### src/rtl/phase_timer.sv
// Washer phase timer: loads a per-phase tick duration, counts it down with a clock prescaler,
// and handles lid pause, abort, phase switching and illegal multi-phase requests.
module phase_timer #(
    parameter int unsigned TICK_DIV    = 1000,
    parameter int unsigned SOAK_TICKS  = 20,
    parameter int unsigned WASH_TICKS  = 40,
    parameter int unsigned RINSE_TICKS = 20,
    parameter int unsigned SPIN_TICKS  = 30
) (
    input  logic        clock,
    input  logic        reset,
    input  logic        soak_Operation,
    input  logic        wash_Operation,
    input  logic        rinse_Operation,
    input  logic        spin_Operation,
    input  logic        mode_1,
    input  logic        mode_2,
    input  logic        mode_3,
    input  logic        lid,
    output logic        phase_Done,
    output logic [15:0] remaining,
    output logic        busy,
    output logic        phase_Error
);

    typedef enum logic [1:0] {StIdle, StRun, StPaused, StDone} state_e;

    localparam logic [15:0] TickMax = 16'(TICK_DIV - 1);
    localparam int unsigned SpinHalf = ((SPIN_TICKS >> 1) == 0) ? 1 : (SPIN_TICKS >> 1);

    state_e      st_q, st_d;
    logic [1:0]  ph_q, ph_d;
    logic [15:0] presc_q, presc_d;
    logic [15:0] rem_q, rem_d;
    logic        done_q, done_d;
    logic        err_q, err_d;

    logic [3:0]  req_vec;
    logic        req_none, req_multi;
    logic [1:0]  req_ph;
    logic [15:0] dur;
    logic        load;

    assign req_vec   = {spin_Operation, rinse_Operation, wash_Operation, soak_Operation};
    assign req_none  = (req_vec == 4'd0);
    assign req_multi = ((req_vec & (req_vec - 4'd1)) != 4'd0);

    always_comb begin
        req_ph = 2'd0;
        if (req_vec[1]) begin
            req_ph = 2'd1;
        end else if (req_vec[2]) begin
            req_ph = 2'd2;
        end else if (req_vec[3]) begin
            req_ph = 2'd3;
        end
    end

    // Mode priority 3 > 2 > 1; no mode bit behaves like mode 2 (base durations).
    always_comb begin
        dur = 16'(SOAK_TICKS);
        case (req_ph)
            2'd1: dur = mode_3 ? 16'(2 * WASH_TICKS) : 16'(WASH_TICKS);
            2'd2: dur = mode_3 ? 16'(2 * RINSE_TICKS) : 16'(RINSE_TICKS);
            2'd3: dur = (!mode_3 && !mode_2 && mode_1) ? 16'(SpinHalf) : 16'(SPIN_TICKS);
            default: dur = 16'(SOAK_TICKS);
        endcase
    end

    always_comb begin
        st_d    = st_q;
        ph_d    = ph_q;
        presc_d = presc_q;
        rem_d   = rem_q;
        done_d  = 1'b0;
        err_d   = req_multi;
        load    = 1'b0;
        if (req_multi) begin
            st_d    = StIdle;
            rem_d   = 16'd0;
            presc_d = 16'd0;
        end else begin
            case (st_q)
                StIdle: begin
                    if (!req_none) begin
                        load = 1'b1;
                    end
                end
                StDone: begin
                    if (req_none) begin
                        st_d = StIdle;
                    end else if (req_ph != ph_q) begin
                        load = 1'b1;
                    end
                end
                StRun, StPaused: begin
                    // Abort and phase switch both outrank pause and expiry.
                    if (req_none) begin
                        st_d    = StIdle;
                        rem_d   = 16'd0;
                        presc_d = 16'd0;
                    end else if (req_ph != ph_q) begin
                        load = 1'b1;
                    end else if (lid) begin
                        st_d = StPaused;
                    end else begin
                        st_d = StRun;
                        if (presc_q == TickMax) begin
                            presc_d = 16'd0;
                            if (rem_q <= 16'd1) begin
                                rem_d  = 16'd0;
                                st_d   = StDone;
                                done_d = 1'b1;
                            end else begin
                                rem_d = rem_q - 16'd1;
                            end
                        end else begin
                            presc_d = presc_q + 16'd1;
                        end
                    end
                end
                default: st_d = StIdle;
            endcase
        end
        if (load) begin
            ph_d    = req_ph;
            rem_d   = dur;
            presc_d = 16'd0;
            st_d    = lid ? StPaused : StRun;
        end
    end

    always_ff @(posedge clock or posedge reset) begin
        if (reset) begin
            st_q    <= StIdle;
            ph_q    <= 2'd0;
            presc_q <= 16'd0;
            rem_q   <= 16'd0;
            done_q  <= 1'b0;
            err_q   <= 1'b0;
        end else begin
            st_q    <= st_d;
            ph_q    <= ph_d;
            presc_q <= presc_d;
            rem_q   <= rem_d;
            done_q  <= done_d;
            err_q   <= err_d;
        end
    end

    assign phase_Done  = done_q;
    assign remaining   = rem_q;
    assign busy        = (st_q == StRun) || (st_q == StPaused);
    assign phase_Error = err_q;

endmodule

### config.mk
export PLATFORM = sky130hd
export DESIGN_NAME = phase_timer
export DESIGN_NICKNAME = d
export VERILOG_FILES = /design/src/rtl/phase_timer.sv
export SDC_FILE = /design/constraint.sdc
export NUM_CORES = 1
export LEC_CHECK = 0
export ABC_AREA = 1
export CAP_MARGIN = 20
export CORE_MARGIN = 1.5
export CORE_UTILIZATION = 58
export DETAILED_ROUTE_END_ITERATION = 16
export PLACE_DENSITY = 0.87
export SLEW_MARGIN = 30
export SYNTH_ARGS = -nofsm -noshare
export SYNTH_HDL_FRONTEND = slang
export SYNTH_SLANG_ARGS = --single-unit
### constraint.sdc
create_clock -name clock -period 2.4 [get_ports clock]
set_input_delay 0.48 -clock clock [delete_from_list [all_inputs] [get_ports clock]]
set_output_delay 0.48 -clock clock [all_outputs]
set_load 0.02 [all_outputs]
==> flow_summary.json <==
{
  "grt_use_total_pct": 29.36,
  "htree_levels": 2,
  "start_util_pct": 60.76,
  "syn_area_per_cell_sq_um": 6.419,
  "cts_max_path_buffers": 2,
  "tightest_slew_ns": 0.5004,
  "grt_max_degree": 39,
  "worstSetupPathType": "reg2reg",
  "reg2reg_depth": 13,
  "p_per_area_nw_per_um2": 545.3,
  "synth_top_area_share_pct": 32.70,
  "drcViolationCount": 0,
  "syn_nets": 468,
  "status": "finished, final reports clean",
  "synth_edf_count": 0,
  "die_h_um": 73.81,
  "cts_tree": "built",
  "setup_viol": 0,
  "wl_um": 7365,
  "vias_per_cell": 5.554,
  "finalNetCount": 507,
  "crit_end": "remaining[2]",
  "clockRootBuffer": "clkbuf_8",
  "crit_required_ns": 2.59,
  "synthCells": 453,
  "reg2reg_slack_ns": 0.21,
  "yosysTopAreaCell": "dfrtp_1",
  "syn_area_sq_um": 2908,
  "gp_congestion": 0.9622,
  "drv_slew": 0,
  "hp-class": "reg2reg",
  "first_global_vias": 2763,
  "place.port_buffers": 28,
  "drt-initial-drc-count": 265,
  "io-pin-count": 29,
  "peakVddDrop_uv": 310.7,
  "ys_ff_latch": 38,
  "rr_startpoint": "remaining[0]",
  "crit_fanout": 9,
  "synthTopCellsByCount": "nand2_1, inv_1, nor2_1, nand3_1, dfrtp_1",
  "skew_ns": 0.008343,
  "synth.yosys.seq_area_share_pct": 32.70,
  "yosys_warnings": 0,
  "rsz0062_at_grt": "no",
  "grt_pass1_wl_um": 12490,
  "slew_headroom_pct": 66.64,
  "whs_ns": 0.5172,
  "crit_path_start": "remaining[0]",
  "clock_latency_ns": 0.29,
  "via_count": 3110,
  "fin_setup_tns_ns": 0,
  "cts.clk_slew.worst_paths_ns": 0.08,
  "layout_min_cycle_time_ns": 2.193,
  "yosys-top-cells-area": "dfrtp_1, nand2_1, nand3_1",
  "setup.worst_path.end_class": "register",
  "placeableCoreArea_sq_um": 4786,
  "wl_per_cell_um": 13.15,
  "finalCritPeriodShare_pct": 91.36,
  "grt.overflow.total": 0,
  "diodes": 0,
  "crit_arrival_ns": 2.38,
  "power_leakage_uw": 0.001672,
  "dieArea_sq_um": 5447,
  "first_pass_iters": 5,
  "cts.sinks": 38,
  "drv_cap": 0,
  "max_freq_mhz": 456.1,
  "synth_cell_types": 28,
  "postRouteAntennaNets": 0,
  "grt_antenna_before_repair": 0,
  "numCtsBuffers": 5,
  "dpl.hpwl_um": 5420,
  "synthFlopType": "dfrtp_1",
  "drive_above_1_share_pct": 9.128,
  "r2r_end": "remaining[2]",
  "synthArstFlopShare_pct": 100.0,
  "syn2layout_area_growth_pct": 18.24,
  "yosysMostFrequentCell": "nand2_1",
  "finalHoldViolations": 0,
  "cp-start-kind": "register",
  "post-cts-setup-buffers": 0,
  "rows": 25,
  "die_w_um": 73.81
}
-- registers in the layout (all words and copies together) (netlist names) --
signal       count
ph_q             2
phase_Done       1
phase_Error      1
presc_q         16
remaining       16
st_q             2
-- routing by layer --
metal	vias up	part of all wire, %	track usage, %	routed length (um)
li1	1531	-	-	-
met1	1444	47	41.52	3432
met2	126	46	47.95	3395
met3	9	6.5	4.390	479
met4	0	0.77	5.556	57
met5	-	0	0	0
-- logic make-up after synthesis --
kind of cell	synth area share [%]
flops	32.70
compound gates	7.745
buf+inv	10.46
fa+ha+maj	2.151
simple gates	43.33
xor+xnor	3.614
-- cell usage in the layout (no fill, tap or decap), drive strengths merged --
master and instances:
nor2 53, a21oi 2, nand3b 2, buf 13
clkbuf 5, clkinvlp 1, ha 5, inv 64
o21bai 1, nand4 24, nor4 2, clkinv 3
nand2 140, nand3 47, clkdlybuf4s50 28, xor2 11
dfrtp 38, bufinv 1, nor3 18, xnor2 1
o21ai 34
-- per-stage QoR --
stage	utilization [%]	worst slack, ns	cells	power, uW	instance area [sq um]
5_1_grt	71.84	0.02564	560	1982	3438
4_1_cts	71.76	0.2163	560	1879	3435
3_3_place_gp	69.49	0.05719	552	1308	3326
3_5_place_dp	69.49	-0.03246	552	1322	3326
2_1_floorplan	-	0.5778	453	1133	2908
6_report	71.84	0.2074	560	1875	3438
-- where the power goes --
| part | total, uW | leakage, uW | internal, uW | switching (uW) |
|---|---|---|---|---|
| combinational | 607 | 0.00109 | 224 | 383 |
| clock | 553 | 0.0000579 | 306 | 246 |
| sequential | 715 | 0.000520 | 675 | 40.2 |
-- layout make-up --
type	instances	area, sq um
clock inverters	3	40.04
clock buffers	5	68.82
well taps	67	83.83
multi-input cells	340	1653
repair buffers	41	390.4
inverters	66	251.5
fillers	411	1348
flip-flops and latches	38	950.9
-- critical path: stages, from the launching register on --
cell,delay [ns]
dfrtp_1,0.41
inv_1,0.13
ha_1,0.29
nand2_1,0.14
inv_1,0.10
nand2_1,0.10
nand2_1,0.07
nand2_1,0.11
nand2_1,0.19
clkinvlp_4,0.23
nand3_1,0.14
nand2_1,0.06
inv_1,0.05
o21ai_1,0.06
-- worst min-delay path by stage --
stage               cells past startpoint  slack [ns]     from       to
floorplan                               2        0.47  ph_q[0]  ph_q[0]
global placement                        2        0.49  st_q[1]  st_q[1]
detailed placement                      2        0.50  st_q[1]  st_q[1]
CTS                                     2        0.52  st_q[1]  st_q[1]
global route                            2        0.53  st_q[1]  st_q[1]
finish                                  2        0.52  st_q[1]  st_q[1]
-- timing repair --
| action | CTS | global route |
|---|---|---|
| endpoints found under the setup margin | 0 | 5 |
| hold buffers | 0 | 0 |
| gates resized for setup | 0 | 1 |
Power figures use the tool's default switching activity.
